File: src/rtl/drp_reconf_master.sv
// DRP reconfiguration master: holds the PLL in reset and applies a stream of
// (address, mask, data) read-modify-write entries over the DRP port. It then
// releases the PLL reset and waits for lock. DRDY and lock waits are bounded
// by timeouts that abort the sequence with a sticky ERR.
module drp_reconf_master #(
  parameter int DRDY_TIMEOUT = 64,
  parameter int LOCK_TIMEOUT = 1024
) (
  input  logic        DCLK,
  input  logic        RST_N,
  input  logic        START,
  input  logic        ENT_VALID,
  input  logic [6:0]  ENT_ADDR,
  input  logic [15:0] ENT_MASK,
  input  logic [15:0] ENT_DATA,
  input  logic        ENT_LAST,
  output logic        ENT_READY,
  output logic [6:0]  DADDR,
  output logic        DEN,
  output logic        DWE,
  output logic [15:0] DI,
  input  logic [15:0] DO,
  input  logic        DRDY,
  output logic        PLL_RST,
  input  logic        LOCKED,
  output logic        BUSY,
  output logic        DONE,
  output logic        ERR
);

  // One counter serves both waits, so it is sized for the larger limit.
  localparam int CNT_MAX = (LOCK_TIMEOUT > DRDY_TIMEOUT) ? LOCK_TIMEOUT : DRDY_TIMEOUT;
  localparam int CNT_W   = $clog2(CNT_MAX + 1);
  localparam logic [CNT_W-1:0] DRDY_LIMIT = CNT_W'(DRDY_TIMEOUT);
  localparam logic [CNT_W-1:0] LOCK_LIMIT = CNT_W'(LOCK_TIMEOUT);
  localparam logic [CNT_W-1:0] CNT_ONE    = CNT_W'(1);

  typedef enum logic [3:0] {
    S_IDLE,
    S_ASSERT,
    S_FETCH,
    S_READ,
    S_WAIT_R,
    S_WRITE,
    S_WAIT_W,
    S_RELEASE,
    S_WAIT_LOCK,
    S_FIN
  } state_t;

  state_t           state;
  logic [CNT_W-1:0] cnt;     // cycles since the DEN cycle / since PLL_RST fell
  logic [15:0]      mask_q;
  logic [15:0]      data_q;
  logic             last_q;

  // Sequencer FSM with every output registered.
  always_ff @(posedge DCLK) begin
    // NOTE: state and outputs use non-blocking assignments so every branch
    // reads the pre-edge values; the reset is synchronous, so it sits inside
    // the clocked block rather than in the sensitivity list.
    if (!RST_N) begin
      state     <= S_IDLE;
      cnt       <= '0;
      mask_q    <= '0;
      data_q    <= '0;
      last_q    <= 1'b0;
      ENT_READY <= 1'b0;
      DADDR     <= '0;
      DEN       <= 1'b0;
      DWE       <= 1'b0;
      DI        <= '0;
      PLL_RST   <= 1'b0;
      BUSY      <= 1'b0;
      DONE      <= 1'b0;
      ERR       <= 1'b0;
    end else begin
      // NOTE: strobes default low here and are raised only on the edge that
      // enters their one-cycle state, which keeps them single-cycle pulses.
      DEN  <= 1'b0;
      DONE <= 1'b0;
      unique case (state)
        S_IDLE: begin
          if (START) begin
            ERR   <= 1'b0;
            BUSY  <= 1'b1;
            state <= S_ASSERT;
          end
        end
        S_ASSERT: begin
          PLL_RST   <= 1'b1;
          ENT_READY <= 1'b1;
          state     <= S_FETCH;
        end
        S_FETCH: begin
          if (ENT_VALID) begin
            ENT_READY <= 1'b0;
            mask_q    <= ENT_MASK;
            data_q    <= ENT_DATA;
            last_q    <= ENT_LAST;
            DADDR     <= ENT_ADDR;
            DWE       <= 1'b0;
            DEN       <= 1'b1;
            state     <= S_READ;
          end
        end
        S_READ: begin
          // The DEN cycle is cycle 0; DRDY is first eligible in the next one.
          cnt   <= CNT_ONE;
          state <= S_WAIT_R;
        end
        S_WAIT_R: begin
          if (DRDY) begin
            // Masked bits keep the value just read; the rest take new data.
            DI    <= (DO & mask_q) | (data_q & ~mask_q);
            DWE   <= 1'b1;
            DEN   <= 1'b1;
            state <= S_WRITE;
          end else if (cnt == DRDY_LIMIT) begin
            ERR     <= 1'b1;
            PLL_RST <= 1'b0;
            BUSY    <= 1'b0;
            state   <= S_IDLE;
          end else begin
            cnt <= cnt + CNT_ONE;
          end
        end
        S_WRITE: begin
          cnt   <= CNT_ONE;
          state <= S_WAIT_W;
        end
        S_WAIT_W: begin
          if (DRDY) begin
            if (last_q) begin
              PLL_RST <= 1'b0;
              state   <= S_RELEASE;
            end else begin
              ENT_READY <= 1'b1;
              state     <= S_FETCH;
            end
          end else if (cnt == DRDY_LIMIT) begin
            ERR     <= 1'b1;
            PLL_RST <= 1'b0;
            BUSY    <= 1'b0;
            state   <= S_IDLE;
          end else begin
            cnt <= cnt + CNT_ONE;
          end
        end
        S_RELEASE: begin
          // PLL_RST fell on entry to this state; count lock cycles from here.
          cnt   <= CNT_ONE;
          state <= S_WAIT_LOCK;
        end
        S_WAIT_LOCK: begin
          if (LOCKED) begin
            DONE  <= 1'b1;
            state <= S_FIN;
          end else if (cnt == LOCK_LIMIT) begin
            ERR   <= 1'b1;
            BUSY  <= 1'b0;
            state <= S_IDLE;
          end else begin
            cnt <= cnt + CNT_ONE;
          end
        end
        S_FIN: begin
          BUSY  <= 1'b0;
          state <= S_IDLE;
        end
        default: state <= S_IDLE;
      endcase
    end
  end

endmodule

File: config.mk
export PLATFORM = sky130hd
export DESIGN_NAME = drp_reconf_master
export DESIGN_NICKNAME = d
export VERILOG_FILES = /design/src/rtl/drp_reconf_master.sv
export SDC_FILE = /design/constraint.sdc
export NUM_CORES = 1
export LEC_CHECK = 0
export BUFFER_PORTS_ARGS = -buffer_cell sky130_fd_sc_hd__buf_2
export CORE_MARGIN = 1
export CORE_UTILIZATION = 40
export CTS_CLUSTER_SIZE = 10
export DETAILED_ROUTE_END_ITERATION = 8
export GPL_TIMING_DRIVEN = 0
export PLACE_DENSITY_LB_ADDON = 0.12
export SLEW_MARGIN = 5
export SYNTH_ARGS = -nofsm -noshare
export SYNTH_HDL_FRONTEND = slang
export SYNTH_SLANG_ARGS = --single-unit
File: constraint.sdc
create_clock -name DCLK -period 1.8 [get_ports DCLK]
set_input_delay 0.36 -clock DCLK [delete_from_list [all_inputs] [get_ports DCLK]]
set_output_delay 0.36 -clock DCLK [all_outputs]
set_load 0.03 [all_outputs]
# Word-level counts from Yosys, hierarchy flattened
# Cells that the tools add are included.
word_totals:
  ff_bits: 78
  input_bits: 62
  output_inout_bits: 30
  word_cells: 104
classes:
  n_addsub: 1
  eq_ne: 25
  muxes: 41
  bitwise_logic: 4
  n_reduce_logical: 19
ops:
  columns: ["cell", "count"]
  rows:
  - ["two-way mux 11 bit", 4]
  - ["case mux 4 bit (9 select lines)", 1]
  - ["case mux 11 bit (3 select lines)", 1]
  - ["AND 16 bit", 2]
  - ["two-way mux 4 bit", 7]
  - ["inequality test 2 bit (second input constant)", 11]
  - ["two-way mux 1 bit", 21]
  - ["equality test 4 x 3 -> 1 bit (second input constant)", 4]
  - ["NOT 16 bit", 1]
  - ["bitwise OR 16 bit", 1]
  - ["AND reduction 6 bit", 2]
  - ["nonzero test 3 bit", 4]
  - ["adder 11 x 1 -> 11 bit (second input constant)", 1]
  - ["equality test 11 bit (second input constant)", 1]
  - ["equality test 11 x 7 -> 1 bit (second input constant)", 1]
  - ["case mux 1 bit (3 select lines)", 3]
  - ["AND reduction 3 bit", 3]
  - ["equality test 4 x 2 -> 1 bit (second input constant)", 2]
  - ["equality test 4 bit (second input constant)", 2]
  - ["inequality test 3 bit (second input constant)", 2]
  - ["AND reduction 2 bit", 3]
  - ["AND reduction 5 bit", 1]
  - ["equality test 4 x 1 -> 1 bit (second input constant)", 1]
  - ["zero test 4 bit", 1]
  - ["other kinds (9)", 10]

# Logic depth before layout (Yosys ltp)
depth:
  depth_word: 4
  ltp_mapped: 7

# Least setup slack after synthesis
# Ideal clock, no wire load.
synth_timing:
  path_kind: "register to register"
  start: "register state[3]"
  end: "register cnt[6]"
  t_arrival_ns: 1.781
  required_ns: 1.728
  path_slack_ns: -0.053
  stages_incl_launch_ff: 6
  period_less_slack_ns: 1.853
  path_cell_list: "dfxtp_1 -> or3b_1 -> or3_4 -> buf_6 -> a2111oi_4 -> mux2i_1"
synth_via:
  elab_chain_cells: 4
synth_rtl:
  columns: ["item", "line", "source"]
  rows:
  - ["start: declaration", "51", "state_t state;"]
  - ["start signal: assignment", "63", "state <= S_IDLE;"]
  - ["start signal: assignment", "87", "state <= S_ASSERT;"]
  - ["start signal: assignment", "93", "state <= S_FETCH;"]
  - ["equality test 4 x 3 -> 1 bit or equality test 4 x 2 -> 1 bit (tied branches)", "82", "unique case (state)"]
  - ["OR reduction 3 bit (no line) or OR reduction 2 bit (tied branches)", null, null]
  - ["nonzero test 3 bit (no line) or inequality test 2 bit (tied branches)", null, null]
  - ["AND reduction 5 bit (no line)", null, null]
  - ["end signal: assignment", "125", "cnt <= cnt + CNT_ONE;"]
  - ["end signal: assignment", "147", "cnt <= cnt + CNT_ONE;"]
  - ["end signal: assignment", "164", "cnt <= cnt + CNT_ONE;"]
  - ["end: declaration", "52", "logic [CNT_W-1:0] cnt;"]
# Several ways; a longest one is shown, not always the timed one.
# A chain may end at the register's enable or synchronous reset.

# Final worst setup path
layout_timing:
  start: "register state[2]"
  end: "register cnt[1]"
# The elaborated chain is that of the path after synthesis.

==> summary.txt <==
min Tclk post-route -> 1.90 ns
Max FO, Critical Path -> 5
WL per Instance -> 14.4 µm
Post-synth top flop -> dfxtp_1
total vias in the final route -> 3,207
DP Area -> 3970 µm²
core area -> 8220 µm²
Logic pwr share -> 15.9%
number of remaining DRC errors -> 0
final hold vios -> 0
ys async rst share -> 0%
Required @ worst endpoint -> 2.04 ns
Slew Limit Fails -> 0
most common cell after layout, fill and taps aside -> nand2_1
max incr delay on CP -> 0.41 ns
DRT Wirelength -> 8960 µm
synth unique cells -> 41
RePlAce Congestion -> 0.843
post-synthesis sequential area ratio -> 46.2%
CP Cell Sequence -> or3b_4, or3_4, buf_12, a22o_4, buf_4, mux2i_1
hold crit path type -> in2reg
setup ws final -> -0.102 ns
initial drt markers -> 135
H-tree lvl count -> 3
FF+latch count, synth -> 78
clk sinks -> 78
crit path launch -> state[2]
reg2reg path depth -> 6
crit path capture type -> flop
Layout Utilization -> 53.3%
total global-route track usage -> 20.7%
Post-Syn Instances -> 407
run status -> complete, but fails checks
switching share of power -> 28.0%
RSZ-0062 raised after global routing -> yes
num rows -> 33
critical path's slowest cell -> or3b_4
Die Y -> 93.9 µm
Port Buffers -> 90
Mean Syn Cell Area -> 8.31 µm²
failing checks -> setup timing
Vias/cell -> 5.17
# nets final -> 575
worst r2r dst -> cnt[1]
TritonCTS buffer count -> 9
Post-Synthesis Cell Area -> 3380 µm²
Post-synth EDFFs -> 0
Worst-Margin Slew -> 0.578 ns
Worst-path clk slew -> 0.08 ns
P_leak -> 0.00168 µW
Congestion Overflow GR -> 0
non-filler cells, final -> 620
# placed instances -> 602
internal power -> 2700 µW
clock network power share -> 34.8%
vias in the first global route -> 2,964
Area growth syn-to-layout -> 29.6%
register area -> 1570 µm²
post-route antenna net violation count -> 0
area taken by multi-input logic gates -> 1790 µm²
# setup viols final -> 10
power per cell area -> 857 nW/µm²
Antenna diodes -> 0
clock root buffer -> clkbuf_8
fill count -> 809
Worst slew margin -> 61.5%
R2R Path Start -> state[2]
proportion of layout cells with a drive suffix above 1 -> 29.7%
Crit Path Class -> reg2reg
WHS -> 0.248 ns
Flop pwr share -> 49.3%
first-pass GRT wire length -> 14,100 µm
maximum VDD drop -> 0.000405 V
CTS tree -> built
DPL Wire Length -> 6440 µm
Peak Freq -> 526 MHz
# hold bufs at CTS -> 0
die area -> 8820 µm²
I/O pin cnt -> 92
Tcrit/Tclk final -> 106%
CP Launch Type -> flop
maximum root-to-sink buffer count -> 2
Initial Utilization -> 41.1%
Design Area, Final -> 4380 µm²
Critical Path AT -> 2.14 ns
R2R setup slack -> -0.10 ns
switching pwr -> 1050 µW
critical path's top delay family -> simple AND/OR/NAND/NOR gates
Worst setup endpoint -> cnt[1]
commonest cells after routing, fill and taps aside -> nand2_1 (102), buf_2 (90), dfxtp_1 (75)
initial antenna violation count -> 0
clk_skew -> 0.00938 ns
latest clock arrival within the worst-skew pair -> 0.35 ns
DR pass1 iterations -> 4
max-cap violation count -> 0
YS warnings -> 0
Post-Syn Nets -> 471
largest net degree at the start of global routing -> 14
Tot Pwr -> 3750 µW
CP bufs+invs -> 2
die width -> 93.9 µm
Crit path depth -> 6
[area by class of cell]
class | count | area share [%]
repair buffers | 95 | 11.5
flip-flops and latches | 78 | 35.8
well taps | 105 | 3.00
clock inverters | 5 | 1.37
plain buffers | 26 | 3.31
multi-input cells | 291 | 40.9
clock buffers | 10 | 3.14
inverters | 10 | 0.857
[metal layers]
metal  global-route usage (%)  up-vias  part of all wire, %
met1                     28.0     1504                   48
li1                         -     1613                    -
met3                     3.96        8                  5.5
met2                     32.4       82                   45
met4                     8.21        0                  1.1
met5                        0        -                    0
[state kept, by name, summed over array words and instances (netlist names), 4 cells and up]
name / flops
DI: 16
state: 4
data_q: 16
mask_q: 16
DADDR: 7
cnt: 11
[through the flow]
stage,setup TNS (ns),setup WS [ns]
floorplan,0,0.00453
CTS,-0.390,-0.0726
global placement,-12.72,-0.433
finish,-0.571,-0.102
detailed placement,-13.57,-0.443
global route,-1.15,-0.140
[synth_stat cells (3+ instances only)]
cell type,number,share of area (%)
nor3b_1,3,0.67
nor2_1,24,2.7
nand2_1,102,11
clkbuf_1,27,3.0
dfxtp_1,78,46
inv_1,9,1.0
nor3_1,7,1.0
nand3_1,8,1.2
a211oi_1,22,4.9
mux2i_1,26,7.7
and4_1,3,0.78
nor2b_1,5,0.93
nand2b_1,10,1.9
a21oi_1,46,6.8
a32oi_1,3,0.78
[repair_timing]
item                                    CTS  global route
pin swaps                                 3             3
setup buffers                             1             3
endpoints found under the setup margin   71            57
resized for setup                        27            30
cloned                                    0             1
[tightest hold or removal path, stage by stage]
cell     delay [ns]
buf_2          0.10
nand2_1        0.04
a21oi_1        0.05
[cell families (layout without fill, tap and decap cells)]
family	count (synthesis)	after routing	share of synthesized area, %
adder cells (fa/ha/maj)	2	2	0.740
AND/OR/NAND/NOR	171	171	22.5
flip-flops	78	78	46.2
AO/OA/AOI/OAI	91	91	18.2
buffers and inverters	38	146	4.44
XOR/XNOR	1	1	0.259
multiplexers	26	26	7.70
[worst min path at each step]
stage                startpoint          to  slack [ns]  depth (start not counted)
floorplan             data_q[0]   data_q[0]        0.44                          2
global placement       DADDR[1]    DADDR[1]        0.44                          2
detailed placement   data_q[13]  data_q[13]        0.45                          2
CTS                 ENT_DATA[3]   data_q[3]        0.23                          3
global route        ENT_MASK[5]   mask_q[5]        0.23                          3
finish              ENT_DATA[7]   data_q[7]        0.25                          3
[power by group through the flow]
stage / Combinational (µW) / Clock, µW / Sequential, µW
floorplan: 303 / 0 / 1940
global placement: 549 / 0 / 1890
detailed placement: 556 / 0 / 1890
CTS: 571 / 1340 / 1850
global route: 653 / 1410 / 1860
finish: 595 / 1310 / 1850
No activity file was read; power rests on OpenSTA's default activity.
